**src/rtl/sfu_pkg.sv**
```systemverilog
// Shared types and constants for the SFU output-side controller.
package sfu_pkg;

  typedef enum logic [1:0] {
    IDLE,
    RUN,
    DONE
  } sfu_out_state_e;

  localparam int unsigned SKID_DEPTH = 3;

  // Advances a skid-buffer pointer modulo SKID_DEPTH.
  function automatic logic [1:0] skid_ptr_inc(input logic [1:0] ptr);
    return (ptr == 2'(SKID_DEPTH - 1)) ? 2'd0 : ptr + 2'd1;
  endfunction

endpackage

```
**src/rtl/sfu_out_skid.sv**
```systemverilog
// Three-entry register FIFO that retimes registered FIFO read data onto the
// downstream ready/valid stream.
module sfu_out_skid
  import sfu_pkg::*;
#(
  parameter int unsigned DATA_WIDTH = 32
) (
  input  logic                  clk,
  input  logic                  rst_n,
  input  logic                  push,
  input  logic [DATA_WIDTH-1:0] push_data,
  input  logic                  pop,
  output logic [1:0]            cnt,
  output logic [DATA_WIDTH-1:0] head
);

  logic [DATA_WIDTH-1:0] mem_q [SKID_DEPTH];
  logic [DATA_WIDTH-1:0] mem_d [SKID_DEPTH];
  logic [1:0]            wr_ptr_q, wr_ptr_d;
  logic [1:0]            rd_ptr_q, rd_ptr_d;
  logic [1:0]            cnt_q, cnt_d;

  always_comb begin
    mem_d    = mem_q;
    wr_ptr_d = wr_ptr_q;
    rd_ptr_d = rd_ptr_q;
    cnt_d    = cnt_q;
    if (push) begin
      mem_d[wr_ptr_q] = push_data;
      wr_ptr_d        = skid_ptr_inc(wr_ptr_q);
    end
    if (pop) begin
      rd_ptr_d = skid_ptr_inc(rd_ptr_q);
    end
    case ({push, pop})
      2'b10:   cnt_d = cnt_q + 2'd1;
      2'b01:   cnt_d = cnt_q - 2'd1;
      default: cnt_d = cnt_q;
    endcase
  end

  always_ff @(posedge clk or negedge rst_n) begin
    if (!rst_n) begin
      for (int unsigned i = 0; i < SKID_DEPTH; i++) begin
        mem_q[i] <= '0;
      end
      wr_ptr_q <= '0;
      rd_ptr_q <= '0;
      cnt_q    <= '0;
    end else begin
      mem_q    <= mem_d;
      wr_ptr_q <= wr_ptr_d;
      rd_ptr_q <= rd_ptr_d;
      cnt_q    <= cnt_d;
    end
  end

  assign cnt  = cnt_q;
  assign head = mem_q[rd_ptr_q];

endmodule

```
**src/rtl/sfu_out_ctrl.sv**
```systemverilog
// Job sequencer for the SFU output FIFO: admits cfg_len results, tracks exact
// FIFO occupancy, and drains read data through a skid buffer to the output.
module sfu_out_ctrl
  import sfu_pkg::*;
#(
  parameter int unsigned FIFO_DEPTH = 16,
  parameter int unsigned DATA_WIDTH = 32,
  parameter int unsigned LEN_WIDTH  = 16
) (
  input  logic                  clk,
  input  logic                  rst_n,
  input  logic                  start,
  input  logic [LEN_WIDTH-1:0]  cfg_len,
  output logic                  busy,
  output logic                  done,
  input  logic                  in_valid,
  output logic                  in_ready,
  input  logic [DATA_WIDTH-1:0] in_data,
  output logic                  fifo_wr_en,
  output logic [DATA_WIDTH-1:0] fifo_data_in,
  input  logic                  fifo_full,
  output logic                  fifo_rd_en,
  input  logic [DATA_WIDTH-1:0] fifo_data_out,
  input  logic                  fifo_data_valid,
  output logic                  out_valid,
  input  logic                  out_ready,
  output logic [DATA_WIDTH-1:0] out_data,
  output logic                  out_last
);

  localparam int unsigned OCC_W = $clog2(FIFO_DEPTH) + 1;

  sfu_out_state_e        state_q, state_d;
  logic [LEN_WIDTH-1:0]  len_q, len_d;
  logic [LEN_WIDTH-1:0]  in_cnt_q, in_cnt_d;
  logic [LEN_WIDTH-1:0]  out_cnt_q, out_cnt_d;
  logic [OCC_W-1:0]      occ_q, occ_d;
  logic                  inflight_q, inflight_d;

  logic [1:0]            skid_cnt;
  logic [DATA_WIDTH-1:0] skid_head;
  logic                  out_hs;
  logic                  last_pos;

  sfu_out_skid #(
    .DATA_WIDTH(DATA_WIDTH)
  ) u_skid (
    .clk      (clk),
    .rst_n    (rst_n),
    .push     (fifo_data_valid),
    .push_data(fifo_data_out),
    .pop      (out_hs),
    .cnt      (skid_cnt),
    .head     (skid_head)
  );

  always_comb begin
    state_d    = state_q;
    len_d      = len_q;
    in_cnt_d   = in_cnt_q;
    out_cnt_d  = out_cnt_q;
    occ_d      = occ_q;

    busy       = (state_q != IDLE);
    done       = (state_q == DONE);

    in_ready     = (state_q == RUN) && !fifo_full && (in_cnt_q != len_q);
    fifo_wr_en   = in_valid && in_ready;
    fifo_data_in = in_data;

    // Reads are throttled only by in-flight plus buffered entries, so a full
    // skid can never be overrun and out_ready never reaches the read request.
    fifo_rd_en = (state_q == RUN) && (occ_q != '0) &&
                 (({2'b00, inflight_q} + {1'b0, skid_cnt}) < 3'(SKID_DEPTH));
    inflight_d = fifo_rd_en;

    last_pos  = (out_cnt_q == len_q - LEN_WIDTH'(1));
    out_valid = (skid_cnt != 2'd0);
    out_data  = skid_head;
    out_last  = out_valid && last_pos;
    out_hs    = out_valid && out_ready;

    case ({fifo_wr_en, fifo_rd_en})
      2'b10:   occ_d = occ_q + OCC_W'(1);
      2'b01:   occ_d = occ_q - OCC_W'(1);
      default: occ_d = occ_q;
    endcase

    if (fifo_wr_en) in_cnt_d  = in_cnt_q + LEN_WIDTH'(1);
    if (out_hs)     out_cnt_d = out_cnt_q + LEN_WIDTH'(1);

    case (state_q)
      IDLE: begin
        if (start) begin
          len_d     = cfg_len;
          in_cnt_d  = '0;
          out_cnt_d = '0;
          state_d   = (cfg_len == '0) ? DONE : RUN;
        end
      end
      RUN: begin
        if (out_hs && last_pos) state_d = DONE;
      end
      DONE:    state_d = IDLE;
      default: state_d = IDLE;
    endcase
  end

  always_ff @(posedge clk or negedge rst_n) begin
    if (!rst_n) begin
      state_q    <= IDLE;
      len_q      <= '0;
      in_cnt_q   <= '0;
      out_cnt_q  <= '0;
      occ_q      <= '0;
      inflight_q <= 1'b0;
    end else begin
      state_q    <= state_d;
      len_q      <= len_d;
      in_cnt_q   <= in_cnt_d;
      out_cnt_q  <= out_cnt_d;
      occ_q      <= occ_d;
      inflight_q <= inflight_d;
    end
  end

  // Read data may only return for a read issued the previous cycle.
  assert property (@(posedge clk) disable iff (!rst_n) fifo_data_valid |-> inflight_q);

endmodule
```
**config.mk**
```make
export PLATFORM = sky130hd
export DESIGN_NAME = sfu_out_ctrl
export DESIGN_NICKNAME = d
export VERILOG_FILES = /design/src/rtl/sfu_pkg.sv /design/src/rtl/sfu_out_skid.sv /design/src/rtl/sfu_out_ctrl.sv
export SDC_FILE = /design/constraint.sdc
export NUM_CORES = 1
export LEC_CHECK = 0
export CAP_MARGIN = 20
export CORE_ASPECT_RATIO = 0.7
export CORE_MARGIN = 1.5
export CORE_UTILIZATION = 53
export DETAILED_ROUTE_END_ITERATION = 10
export PLACE_DENSITY = 0.78
export SLEW_MARGIN = 40
export SYNTH_ARGS = -nofsm -noshare
export SYNTH_HDL_FRONTEND = slang
export SYNTH_SLANG_ARGS = --single-unit
```
**constraint.sdc**
```tcl
create_clock -name clk -period 3.4 [get_ports clk]
set_clock_uncertainty 0.2 [all_clocks]
set_input_delay 0.85 -clock clk [delete_from_list [all_inputs] [get_ports clk]]
set_output_delay 0.85 -clock clk [all_outputs]
set_load 0.05 [all_outputs]
```
# [Yosys cells after proc, flatten, opt, wreduce, memory -nomap -nowiden]
# Cells that the tools add are included.
[classes] bitwise=2 n_eq_ne=12 mux=20 n_reduce_logical=19 add_sub_neg=10 order_cmp=4
[ops] cell="$bwmux W96" count=1
[ops] cell="$mux W16" count=6
[ops] cell="$mux W32" count=3
[ops] cell="$bmux W32 S2" count=1
[ops] cell="$demux W32 S2" count=1
[ops] cell="$add A16 B1 Y16 const B" count=2
[ops] cell="$eq A16 B16 Y1" count=1
[ops] cell="$logic_not A16 Y1" count=1
[ops] cell="$ne A16 B16 Y1" count=1
[ops] cell="$sub A16 B1 Y16 const B" count=1
[ops] cell="$eq A2 B2 Y1 const B" count=5
[ops] cell="$mux W2" count=5
[ops] cell="$pmux W5 S2" count=1
[ops] cell="$logic_and A1 B1 Y1" count=9
[ops] cell="$pmux W2 S2" count=2
[ops] cell="$reduce_bool A2 Y1" count=4
[ops] cell="$add A2 B1 Y2 const B" count=3
[ops] cell="$eq A2 B1 Y1 const B" count=3
[ops] cell="$ge A3 B3 Y1 const B" count=2
[ops] cell="$not A2 Y3" count=2
[ops] cell="$add A5 B1 Y5 const B" count=1
[ops] cell="$reduce_bool A5 Y1" count=1
[ops] cell="$sub A5 B1 Y5 const B" count=1
[ops] cell="$reduce_and A2 Y1" count=2
[ops] cell="other kinds (8)" count=8
[totals] word_cells=79 register_bits=158 out_inout_bits=71 inputBits=87

# [Longest topological paths before layout]
[depth] ltp_word=7 depth_mapped=16 depth_no_buf=14

# [Cells and area by module]
# From an unflattened synthesis, not the netlist that was laid out.
[unflattened] hier_cells=763 area_unflattened_um2=8329.2
[by_module_without_submodules] module="sfu_out_skid" seq_area_each_um2=2552.4 area_each_um2=4585.6 n_inst=1 cells_per_inst=333
[by_module_without_submodules] module="sfu_out_ctrl" seq_area_each_um2=1401.3 area_each_um2=3743.6 n_inst=1 cells_per_inst=430

# [Worst setup path after synthesis]
# Ideal clock, no wire load.
[synth_path] kind="flip-flop to output port" from="register len_q[0]" to="output port out_last" required_time_ps=2350 path_stages_with_launch=10 n_path_buf=1 arrival_ps=2645 path_slack_ps=-295 path_cell_list="dfrtp_1 buf_2 inv_1 ha_1 nor4b_4 xor2_1 and4b_1 o2111ai_1 a2111o_1 nor2b_1"
[synth_via] elab_chain_cells=3
[synth_rtl] element="from (decl)" line="sfu_out_ctrl.sv:34" text="logic [LEN_WIDTH-1:0] len_q, len_d;"
[synth_rtl] element="from (signal assigned)" line="sfu_out_ctrl.sv:119" text="len_q <= len_d;"
[synth_rtl] element="$sub A16 B1 Y16" line="sfu_out_ctrl.sv:77" text="last_pos = (out_cnt_q == len_q - LEN_WIDTH'(1));"
[synth_rtl] element="$eq A16 B16 Y1" line="sfu_out_ctrl.sv:77"
[synth_rtl] element="$logic_and A1 B1 Y1" line="sfu_out_ctrl.sv:80" text="out_last = out_valid && last_pos;"
[synth_rtl] element="to (decl)" line="sfu_out_ctrl.sv:28" text="output logic out_last"
# Every way passes these cells.

# [Final worst setup path]
[layout_path] from="register len_q[10]" to="output port out_last"
# The elaborated chain is that of the path after synthesis.

==> flow_metrics.py <==
metrics = {
    "run_status": {
        "status": "finished with violations",
        "violations": "setup timing",
    },
    "grt": {
        "grt_pass1_wl_um": 32800,
        "grt_overflow": 0,
        "grt_usage_pct": 26.4,
        "grt_antenna_before_repair": 0,
        "grt_pass1_vias": 6426,
        "grt_start_max_net_pins": 54,
    },
    "yosys": {
        "syn-cell-area_um2": 8160,
        "synth.distinct_cells": 55,
        "synth_commonest_cells": "dfrtp_1, nand2_1, mux2_2",
        "synth_nets": 862,
        "synth_seq_cells": 158,
        "synth-edff-count": 0,
        "synthCells": 764,
        "yosysTopAreaCell": "dfrtp_1",
        "ys_async_sr_fraction_pct": 100,
        "yosysMostFrequentCell": "dfrtp_1",
        "avgSynthCellArea_um2": 10.7,
        "yosysSeqAreaShare_pct": 48.5,
        "yosys_warnings": 0,
        "ys.flop_type": "dfrtp_1",
        "synth.top_cell.area_share_pct": 48.5,
        "synth_area_leaders": "dfrtp_1, mux2_2, nand2_1, mux2i_1, xor2_1",
    },
    "drt": {
        "drc": 0,
        "firstDrtPassIters": 6,
        "wl_um": 19800,
        "drt-initial-drc-count": 557,
        "vias_per_cell": 5.86,
        "wl_per_cell_um": 18.9,
        "ant_nets": 0,
        "route.vias.total": 6150,
    },
    "worst_setup_path": {
        "rrSetupSlack_ps": 110,
        "r2r_end": "occ_q[4]$_DFFE_PN0P_",
        "worst_path_max_delay_cell": "dfrtp_1",
        "arrival_ps": 2730,
        "r2r_cells": 14,
        "cp-start-kind": "flop",
        "required_ps": 2350,
        "r2r-start": "len_q[10]$_DFFE_PN0P_",
        "crit_fanout": 7,
        "crit_chain": "nor4_2 -> nand4_1 -> xnor2_1 -> nand3_1 -> a2111o_1 -> nor2b_2 -> buf_12",
        "critPathCaptureType": "output pin",
        "crit_type": "reg2out",
        "critical-path-max-stage-delay_ps": 510,
    },
    "power_and_ir_drop": {
        "power_per_cell_area_nw_per_um2": 1090,
        "peakVddDrop_mv": 1.03,
        "p_total_w": 0.0112,
        "p_leak_nw": 4.43,
    },
    "placed_design": {
        "dp.cells": 1006,
        "io_buffers": 93,
        "gp_congestion": 0.916,
        "post-place-ws_ps": -26.3,
        "hpwl_um": 13500,
    },
    "final_layout": {
        "layout.cells.non_filler": 1049,
        "n_antenna_cell": 0,
        "synthToLayoutAreaGrowth_pct": 25.9,
        "drive_gt1_share_pct": 26.3,
        "fin_nets": 939,
        "nFillCells": 1051,
    },
    "run": {
        "drv_cap": 0,
    },
    "sta": {
        "period_share_pct": 111,
        "worst_slack_ps": -376,
        "rsz0062_at_grt": "yes",
        "fin_crit_ps": 3780,
        "hold_violations": 0,
        "setup_violations": 1,
        "max_freq_mhz": 265,
        "drv_slew": 0,
        "worstMarginPinSlew_ps": 744,
        "maxSlewHeadroom_pct": 50.3,
    },
    "die": {
        "num_io_pins": 158,
        "die_x_um": 151,
        "die_area_um2": 16200,
        "dieHeight_um": 107,
        "start_util_pct": 54.9,
        "row_count": 37,
        "core_um2": 14900,
    },
    "clock_network": {
        "postCtsHoldBufs": 0,
        "cts.sink_count": 158,
        "clk_pin_slew_ps": 60,
        "root_buffer": "clkbuf_16",
        "clock_latency_ps": 420,
        "cts_tree": "built",
        "clk_path_buf_depth": 2,
        "cts_buffers": 17,
        "htreeDepth": 4,
    },
    "hold_path": {
        "hp-class": "in2async",
    },
}
==> stage by stage <==
step	utilization (%)	cell area, um2	TNS [ps]	hold WS, ps
floorplan	-	8170	-51.0	243
global placement	64.0	9510	0	266
detailed placement	64.0	9510	-26.3	262
CTS	68.7	10200	-306	155
global route	69.1	10300	-508	162
finish	69.1	10300	-376	148
==> per-layer routing <==
metal | global-route usage, % | vias to the layer above | wire, um
li1 | - | 2785 | -
met1 | 35.6 | 3106 | 8530
met2 | 40.6 | 223 | 9510
met3 | 8.64 | 36 | 1470
met4 | 7.98 | 0 | 285
met5 | 0 | - | 0
==> what timing repair did <==
item	4_1_cts	5_1_grt
endpoints found under the setup margin	3	4
hold endpoints to repair	0	0
setup buffers	6	5
gates resized for setup	11	8
pin swaps	5	6
==> how the worst max path moves through the flow <==
stage | from | to | slack (ps) | cells past startpoint
floorplan | len_q[0]$_DFFE_PN0P_ | out_last | -50 | 9
global placement | fifo_full | occ_q[4]$_DFFE_PN0P_ | 80 | 13
detailed placement | fifo_full | occ_q[4]$_DFFE_PN0P_ | -30 | 13
CTS | len_q[4]$_DFFE_PN0P_ | out_last | -310 | 9
global route | len_q[10]$_DFFE_PN0P_ | out_last | -510 | 7
finish | len_q[10]$_DFFE_PN0P_ | out_last | -380 | 7
==> worst max-delay path, delay by kind of cell (launching register included) <==
kind	cells	cell delay (ps)
compound gates	1	480
xor+xnor	1	180
buf+inv	1	150
flops	1	510
simple gates	4	990
==> where the power goes <==
part | switching, W | internal, W | total [W]
combinational | 0.00317 | 0.00283 | 0.00600
clock | 0.000782 | 0.00118 | 0.00196
sequential | 0.000604 | 0.00265 | 0.00326
==> layout by cell type, fill, tap and decap left out, types with 20 or more instances in the layout <==
cell type	count
a21oi_1	20
buf_12	37
buf_4	33
clkdlybuf4s50_1	56
dfrtp_1	154
mux2_2	93
mux2i_1	36
nand2_1	105
nor2_1	26
o21ai_0	31
o21ai_1	21
xnor2_1	27
xor2_1	30
==> cells by family after synthesis <==
group	count (synthesis)	synth area share (%)
AND/OR/NAND/NOR	223	13.3
multiplexers	133	17.8
buffers and inverters	87	5.78
XOR/XNOR	57	6.12
AO/OA/AOI/OAI	95	6.76
adder cells (fa/ha/maj)	11	1.78
flip-flops	158	48.5
==> cell type report <==
type	instances	area (um2)	share of cell area (%)
clock buffers	20	447	4.35
clock inverters	12	159	1.55
inverters	15	58.8	0.573
multi-input cells	519	3810	37.1
flip-flops and latches	158	3960	38.5
well taps	195	244	2.38
repair buffers	130	1590	15.5
==> registers in the layout, summed over array words and instances, names as in the netlist <==
signal           cells
len_q               16
u_skid.rd_ptr_q      2
u_skid.cnt           2
occ_q                5
u_skid.mem_q        96
out_cnt_q           16
inflight_q           1
u_skid.wr_ptr_q      2
state_q              2
in_cnt_q            16
No activity file was read; power rests on OpenSTA's default activity.
